[src/rtl/dmem_arbiter.sv]
// rtl/dmem_arbiter.sv - two-requester arbiter/sequencer for the single-port data memory (option: DMEM_ARB_ROUND_ROBIN_EN)
module dmem_arbiter #(
   parameter int AW = 14,
   parameter int DW = 32
) (
   input  logic          clk,
   input  logic          rst,
   input  logic          req0,
   input  logic          req1,
   input  logic          we0,
   input  logic          we1,
   input  logic [AW-1:0] addr0,
   input  logic [AW-1:0] addr1,
   input  logic [DW-1:0] wdata0,
   input  logic [DW-1:0] wdata1,
   output logic          gnt0,
   output logic          gnt1,
   output logic          done0,
   output logic          done1,
   output logic [DW-1:0] rdata0,
   output logic [DW-1:0] rdata1,
   output logic [AW-1:0] mem_address,
   output logic          mem_we,
   output logic [DW-1:0] mem_wdata,
   input  logic [DW-1:0] mem_rdata
);

   typedef enum logic [1:0] {IDLE, ACCESS, RESP} state_t;

   state_t state_q;
   logic   owner_q;
   logic   any_req;
   logic   pick1;
`ifdef DMEM_ARB_ROUND_ROBIN_EN
   logic   last_q;
`endif

   // Choose which port wins if a grant happens this cycle
   always_comb begin
      any_req = req0 | req1;
`ifdef DMEM_ARB_ROUND_ROBIN_EN
      // On a tie the port that was not granted last time wins
      pick1 = req1 & (~req0 | ~last_q);
`else
      pick1 = req1 & ~req0;
`endif
   end

   // Read data is only presented to the owner during its done cycle
   assign rdata0 = done0 ? mem_rdata : '0;
   assign rdata1 = done1 ? mem_rdata : '0;

   // Access sequencer: grant and latch in IDLE/RESP, drive the memory in ACCESS, respond in RESP
   always_ff @(posedge clk) begin
      if (!rst) begin
         state_q     <= IDLE;
         owner_q     <= 1'b0;
         gnt0        <= 1'b0;
         gnt1        <= 1'b0;
         done0       <= 1'b0;
         done1       <= 1'b0;
         mem_we      <= 1'b0;
         mem_address <= '0;
         mem_wdata   <= '0;
`ifdef DMEM_ARB_ROUND_ROBIN_EN
         last_q      <= 1'b1;
`endif
      end else begin
         gnt0  <= 1'b0;
         gnt1  <= 1'b0;
         done0 <= 1'b0;
         done1 <= 1'b0;
         case (state_q)
            ACCESS: begin
               // Write landed on the mid-cycle negedge; read data is captured at this edge
               mem_we  <= 1'b0;
               done0   <= ~owner_q;
               done1   <= owner_q;
               state_q <= RESP;
            end
            default: begin
               // IDLE and RESP both accept a new request so back-to-back accesses take two cycles
               if (any_req) begin
                  state_q     <= ACCESS;
                  owner_q     <= pick1;
                  gnt0        <= ~pick1;
                  gnt1        <= pick1;
                  mem_we      <= pick1 ? we1 : we0;
                  mem_address <= pick1 ? addr1 : addr0;
                  mem_wdata   <= pick1 ? wdata1 : wdata0;
`ifdef DMEM_ARB_ROUND_ROBIN_EN
                  last_q      <= pick1;
`endif
               end else begin
                  state_q <= IDLE;
                  mem_we  <= 1'b0;
               end
            end
         endcase
      end
   end

endmodule

[config.mk]
export PLATFORM = sky130hd
export DESIGN_NAME = dmem_arbiter
export DESIGN_NICKNAME = d
export VERILOG_FILES = /design/src/rtl/dmem_arbiter.sv
export SDC_FILE = /design/constraint.sdc
export NUM_CORES = 1
export LEC_CHECK = 0
export ABC_AREA = 1
export CAP_MARGIN = 20
export CELL_PAD_IN_SITES_DETAIL_PLACEMENT = 1
export CELL_PAD_IN_SITES_GLOBAL_PLACEMENT = 2
export CORE_MARGIN = 2
export CORE_UTILIZATION = 17
export CTS_CLUSTER_DIAMETER = 80
export DETAILED_ROUTE_END_ITERATION = 6
export GPL_TIMING_DRIVEN = 0
export PLACE_DENSITY_LB_ADDON = 0.1
export SYNTH_ARGS = -nofsm -noshare
export SYNTH_HDL_FRONTEND = slang
export SYNTH_SLANG_ARGS = --single-unit
[constraint.sdc]
create_clock -name clk -period 2.52 [get_ports clk]
set_input_delay 0.378 -clock clk [delete_from_list [all_inputs] [get_ports clk]]
set_output_delay 0.378 -clock clk [all_outputs]
set_load 0.005 [all_outputs]
==> summary.md, run 1 <==
| Metric | Value |
|---|---|
| Number of core rows | `between 50 and 60` |
| Postcts setup bufs | `0` |
| Htree depth | `2` |
| TritonCTS Sinks | `54` |
| Clock root buffer master | `clkbuf_16` |
| Mapped Cells | `between 600 and 700` |
| Die Y | `between 100 and 150 um` |
| Max-cap violations | `0` |
| Pre-antenna DRT Iters | `6` |
| Unrepaired setup endpoints after global routing | `false` |
| Largest net degree at the start of global routing | `20` |
| Count of final setup violators | `0` |
| Startpoint types | `flop` |
| Compound-Gate Fraction of Synth Area | `0.00145` |
| First-pass GRT wire length | `24,400 um` |
| Post-CTS sizing | `0` |
| CTS tree | `yes` |
| Post-Synth Simple-Gate Area | `0.461` |
| Total track usage | `0.142` |
| Core area | `roughly 20,000 sq um` |
| Path type of the worst setup path | `reg2out` |
| Util after Layout | `0.318` |
| Power Dens Cells | `just over 400 nW/um^2` |
| Seq cells post-synth | `between 50 and 60` |
| Hold WC Path Type | `in2reg` |
| Port bufs | `approximately 240` |
| Most frequent cell after synthesis | `nand2_1` |
| Vias in the first global route | `~4,600` |
| Die area | `~22,000 sq um` |
| DR vias/cell | `between 3 and 4` |
| Nets | `roughly 1,000` |
| Total placed cells including tap cells | `around 1,100` |
| CP max FO | `10` |
| Clock transition at path regs | `about 80 ps` |
| Vias | `around 4,400` |
| Post-Synthesis Cell Area | `between 3000 and 4000 sq um` |
| Final Non-Filler Cells | `between 1,000 and 1,500` |
| Hold-fix buffers at CTS | `0` |
| Top cells by count, synth | `nand2_1, inv_1, nor2_1` |
| Final clock skew | `8.61 ps` |
| ANT cells | `0` |
| Tmin final | `between 2000 and 2500 ps` |
| Synthesis warning total | `0` |
| Final wirelength | `between 15,000 and 20,000 um` |
| Initial antenna violation count | `0` |
| Longest Clk Path Bufs | `2` |
| Storage cell area | `~1100 sq um` |
| Syn Area/Cell | `~5.5 sq um` |
| Register area share after synthesis | `0.312` |
| Setup TNS | `0 ps` |
| Grt ovf | `0` |
| IO Count | `between 200 and 250` |
| Worst Path Arrival | `between 1500 and 2000 ps` |
| GPL Wtd Cong | `0.732` |
| Worst IR drop on VDD | `between 0.0002 and 0.0003 V` |
| Fin. Hold Viols | `0` |
| Status | `complete, no violations` |
| Slew Limit Fails | `0` |
| DP HPWL | `12,400 um` |
| Area share of the largest cell type after synthesis | `0.312` |
| Multi-input gate area | `1600 sq um` |
| Fmax | `0.451 GHz` |
| Mux share of post-synthesis cell area | `0` |
| Post-synth EDFFs | `0` |
| Share of post-route cells with drive strength above 1 | `0.0511` |
| Post-synthesis xor/xnor area fraction | `0` |
| Die X | `between 100 and 150 um` |
| CTS buffer count | `5` |
| Clk_lat worst skew | `just over 300 ps` |
| Slew @ Worst Pin | `around 530 ps` |
| Main combinational cell family by area after synthesis | `simple AND/OR/NAND/NOR gates` |
| Distinct cells, synth | `17` |
| Initial Util | `0.172` |
| Post-synthesis adder-cell area fraction | `0` |
| Area contributors post-synth | `dfxtp_1, nand2_1, inv_1` |
| CP Data Required Time | `around 2100 ps` |
| Drt wl/cell | `approximately 13 um` |
| Leak | `between 3 and 4 nW` |
| # fillers | `roughly 2,500` |
| Post-synth top area cell | `dfxtp_1` |
| Headroom to the max-slew limit | `0.647` |
| DRC errors left | `0` |
| Area grow syn2layout | `84.5%` |
| CP endpoint kind | `output pin` |
| Initial DRC count | `96` |
| Antenna Violating Nets Remaining | `0` |
| Syn Nets | `approximately 760` |
| Period utilization | `0.881` |
| Post-synth ARST share | `0` |
| Ys flop type | `dfxtp_1` |
[critical path: stages, from the launching register on]
cell and delay (ps):
dfxtp_1 450, clkbuf_1 390, nand2_1 110, inv_1 80
clkdlybuf4s50_1 500
[through the flow]
| step | setup WS (ps) | instance area [sq um] | hold slack [ps] | power [mW] |
|---|---|---|---|---|
| after floorplan | 1340 | 3460 | 422 | 1.34 |
| after global placement | 552 | 6230 | 454 | 1.86 |
| after detailed placement | 554 | 6230 | 452 | 1.87 |
| after CTS | 230 | 6380 | 434 | 2.64 |
| after global routing | 115 | 6380 | 463 | 2.76 |
| final | 301 | 6380 | 432 | 2.58 |
[metal layers]
layer | vias to the layer above | track usage | wire length (um) | part of all wire
li1 | 2300 | - | - | -
met1 | 1974 | 0.177 | 6750 | 0.44
met2 | 131 | 0.244 | 7190 | 0.47
met3 | 12 | 0.0394 | 1130 | 0.074
met4 | 0 | 0.0301 | 193 | 0.013
met5 | - | 0 | 0 | 0
[final timing paths]
check | start | endpoint | slack, ps | cells after the start
worst max-delay path | done1 | rdata1[6] | 300 | 4
worst min-delay path | rst | mem_we | 430 | 3
worst max register to register | state_q[1] | mem_wdata[19] | 1140 | 7
worst min register to register | owner_q | done1 | 460 | 2
[power breakdown]
group	switching, mW	internal (mW)
registers	0.0449	0.934
logic	0.369	0.483
clock network	0.369	0.381
[layout by cell type (no fill, tap or decap)]
cell type / n
a21oi_1: 1
buf_1: 2
buf_2: 16
buf_4: 5
buf_6: 7
clkbuf_1: 9
clkbuf_16: 5
clkbuf_2: 1
clkdlybuf4s50_1: 243
clkinv_4: 2
dfxtp_1: 54
inv_1: 140
inv_2: 3
inv_8: 1
nand2_1: 191
nand2_2: 3
nand2_4: 1
nand3_1: 83
nand3_2: 1
nor2_1: 111
nor3_1: 1
[registers in the layout (all words and copies together), names as in the netlist]
signal,cells
state_q,2
owner_q,1
gnt1,1
mem_we,1
mem_address,14
gnt0,1
done1,1
mem_wdata,32
done0,1
[area by class of cell]
| type | instances | share of cell area |
|---|---|---|
| clock buffers | 5 | 0.0196 |
| flip-flops and latches | 54 | 0.169 |
| well taps | 270 | 0.0529 |
| repair buffers | 243 | 0.381 |
| plain buffers | 40 | 0.0380 |
| inverters | 143 | 0.0841 |
| multi-input cells | 392 | 0.250 |
| clock inverters | 3 | 0.00451 |
[cells by family (layout without fill, tap and decap cells)]
logic type	Yosys count	count (layout)
and+or+nand+nor	391	391
buffers and inverters	183	434
DFF	54	54
AOI/OAI and AO/OA	1	1
(Power assumes the default switching activity.)
==> run 2: changes to the inputs <==
- CTS_BUF_LIST: unset -> sky130_fd_sc_hd__clkbuf_16
==> results of run 2 <==
No change in the layout: final DEF, timing and power equal those of run 1.
==> run 3: changes to the inputs <==
- ABC_AREA: 1 -> unset
- CORE_UTILIZATION: 17 -> 15
- clock period: 2.52 -> 2.4 ns (I/O delays scaled with it)
==> run 3 against run 2 <==
Against the previous run:
- via count shrank 20%
- critical endpoint is now rdata1[1]
- largest power group unchanged
- routed wire length is 6.1% lower
- non-clock buffer count fell by 3
- combinational power decreased by 9.6%
- synthesized cell count fell by 43%
==> summary.md, run 3 <==
| Metric | Value |
|---|---|
| Regs by FF count | `mem_wdata: 32 flops, mem_address: 14 flops, state_q: 2 flops` |
| Hold-fix buffers at CTS | `0` |
| Htree depth | `2` |
| Net Sw Frac | `0.266` |
| Final clock skew | `roughly 12 ps` |
| Clk_lat worst skew | `~300 ps` |
| Total power | `about 2.7 mW` |
| Drt wl/cell | `17.1 um` |
| Initial Util | `0.153` |
| Fmax | `roughly 0.47 GHz` |
| Register bank with the most flops | `mem_wdata` |
| Port bufs | `between 200 and 250` |
| Comb pwr share | `0.291` |
| Final Non-Filler Cells | `between 800 and 900` |
| Nets | `740` |
| CTS tree | `yes` |
| Sequential share of power | `0.389` |
| Antenna Violating Nets Remaining | `0` |
| Clock share of power | `0.320` |
| TritonCTS Sinks | `54` |
| Clock transition at path regs | `~80 ps` |
| # fillers | `2,125` |
| Period utilization | `0.880` |
| IO Count | `around 250` |
| Commonest cells after routing, fill and taps aside | `clkdlybuf4s50_1, nand2_1, and2_1` |
| Area grow syn2layout | `106%` |
| Post-CTS sizing | `0` |
| Slew @ Worst Pin | `approximately 550 ps` |
| Post-Synthesis Cell Area | `2740 sq um` |
| Fin. Hold Viols | `0` |
| Grt ovf | `0` |
| Int Pwr | `~1.9 mW` |
| Max reg flops | `32` |
| Area share of the largest cell type after synthesis | `0.394` |
| Post-synth top area cell | `dfxtp_1` |
| CP endpoint kind | `output pin` |
| GPL Wtd Cong | `0.750` |
| Area contributors post-synth | `dfxtp_1, a311oi_1, and2_1` |
| CP Data Required Time | `about 2000 ps` |
| Die area | `roughly 19,000 sq um` |
| DP HPWL | `roughly 11,000 um` |
| DR vias/cell | `approximately 4.2` |
| Total track usage | `0.146` |
| Count of final setup violators | `0` |
| CTS buffer count | `5` |
| Slew Limit Fails | `0` |
| ANT cells | `0` |
| Max-cap violations | `0` |
| Worst IR drop on VDD | `0.000390 V` |
| Pre-antenna DRT Iters | `4` |
| Startpoint types | `flop` |
| Postcts setup bufs | `0` |
| First-pass GRT wire length | `~22,000 um` |
| Longest Clk Path Bufs | `2` |
| Ys flop type | `dfxtp_1` |
| Most common library cell in the layout ignoring fill and taps | `clkdlybuf4s50_1` |
| Initial antenna violation count | `0` |
| Largest net degree at the start of global routing | `18` |
| Syn Nets | `roughly 490` |
| Status | `complete, no violations` |
| Die X | `approximately 140 um` |
| Headroom to the max-slew limit | `0.632` |
| Mapped Cells | `around 360` |
| Setup TNS | `0 ps` |
| Die Y | `139 um` |
| Clock root buffer master | `clkbuf_16` |
| Seq cells post-synth | `54` |
| Core area | `18,000 sq um` |
| Unrepaired setup endpoints after global routing | `false` |
| Most frequent cell after synthesis | `nand2_1` |
| Post-synth ARST share | `0` |
| Vias | `3,532` |
| Post-synth EDFFs | `0` |
| Top cells by count, synth | `nand2_1, and2_1, dfxtp_1` |
| Leak | `~2.1 nW` |
| Power Dens Cells | `470 nW/um^2` |
| Initial DRC count | `between 80 and 90` |
| Syn Area/Cell | `7.64 sq um` |
| Share of post-route cells with drive strength above 1 | `0.0507` |
| Register area share after synthesis | `0.394` |
| DRC errors left | `0` |
| Number of core rows | `49` |
| Distinct cells, synth | `20` |
| Hold WC Path Type | `reg2reg` |
| Hold WS | `456 ps` |
| Total placed cells including tap cells | `~830` |
| CP max FO | `10` |
| Vias in the first global route | `about 3,700` |
| Final wirelength | `14,300 um` |
| Util after Layout | `0.314` |
| Path type of the worst setup path | `reg2out` |
| Tmin final | `about 2100 ps` |
| NetSw | `around 0.71 mW` |
| Synthesis warning total | `0` |
| Worst Path Arrival | `1750 ps` |
run 3: metal layers:
metal | up-vias | wire, um | track usage
met2 | 148 | 7000 | 0.250
met5 | - | 0 | 0
met4 | 0 | 106 | 0.0266
met1 | 1634 | 6270 | 0.183
li1 | 1742 | - | -
met3 | 8 | 977 | 0.0430
run 3: cell families after synthesis:
| kind of cell | count (synthesis) | synth area share |
|---|---|---|
| compound gates | 95 | 0.236 |
| buf+inv | 38 | 0.0675 |
| flops | 54 | 0.394 |
| simple gates | 172 | 0.302 |
run 3: area by class of cell:
| class | instances | area, sq um | share of cell area |
|---|---|---|---|
| plain buffers | 36 | 178 | 0.0315 |
| clock buffers | 5 | 125 | 0.0222 |
| repair buffers | 244 | 2440 | 0.433 |
| inverters | 2 | 7.51 | 0.00133 |
| flip-flops and latches | 54 | 1080 | 0.192 |
| clock inverters | 3 | 42.5 | 0.00754 |
| multi-input cells | 267 | 1480 | 0.262 |
| well taps | 229 | 287 | 0.0508 |
run 3: power groups by stage:
| stage | clock (mW) | sequential, mW | combinational (mW) |
|---|---|---|---|
| 2_1_floorplan | 0 | 1.05 | 0.247 |
| 3_3_place_gp | 0 | 1.05 | 0.780 |
| 3_5_place_dp | 0 | 1.05 | 0.786 |
| 4_1_cts | 0.887 | 1.03 | 0.790 |
| 5_1_grt | 0.920 | 1.04 | 0.845 |
| 6_report | 0.849 | 1.03 | 0.771 |
run 3: final timing paths:
path	start	to	slack [ps]	cells past startpoint
worst min register to register	owner_q	done0	460	1
worst min-delay path	owner_q	done0	460	1
worst max-delay path	done1	rdata1[1]	290	3
worst max register to register	state_q[0]	mem_wdata[5]	890	4
run 3: critical path: stages (launching register included):
cell             delay (ps)
dfxtp_1                 410
clkbuf_1                330
and2_1                  190
clkdlybuf4s50_1         530
run 3: per-stage QoR:
| stage | area [sq um] | setup slack [ps] |
|---|---|---|
| after floorplan | 2740 | 1170 |
| after global placement | 5470 | 191 |
| after detailed placement | 5470 | 221 |
| after CTS | 5640 | 209 |
| after global routing | 5640 | 144 |
| final | 5640 | 289 |
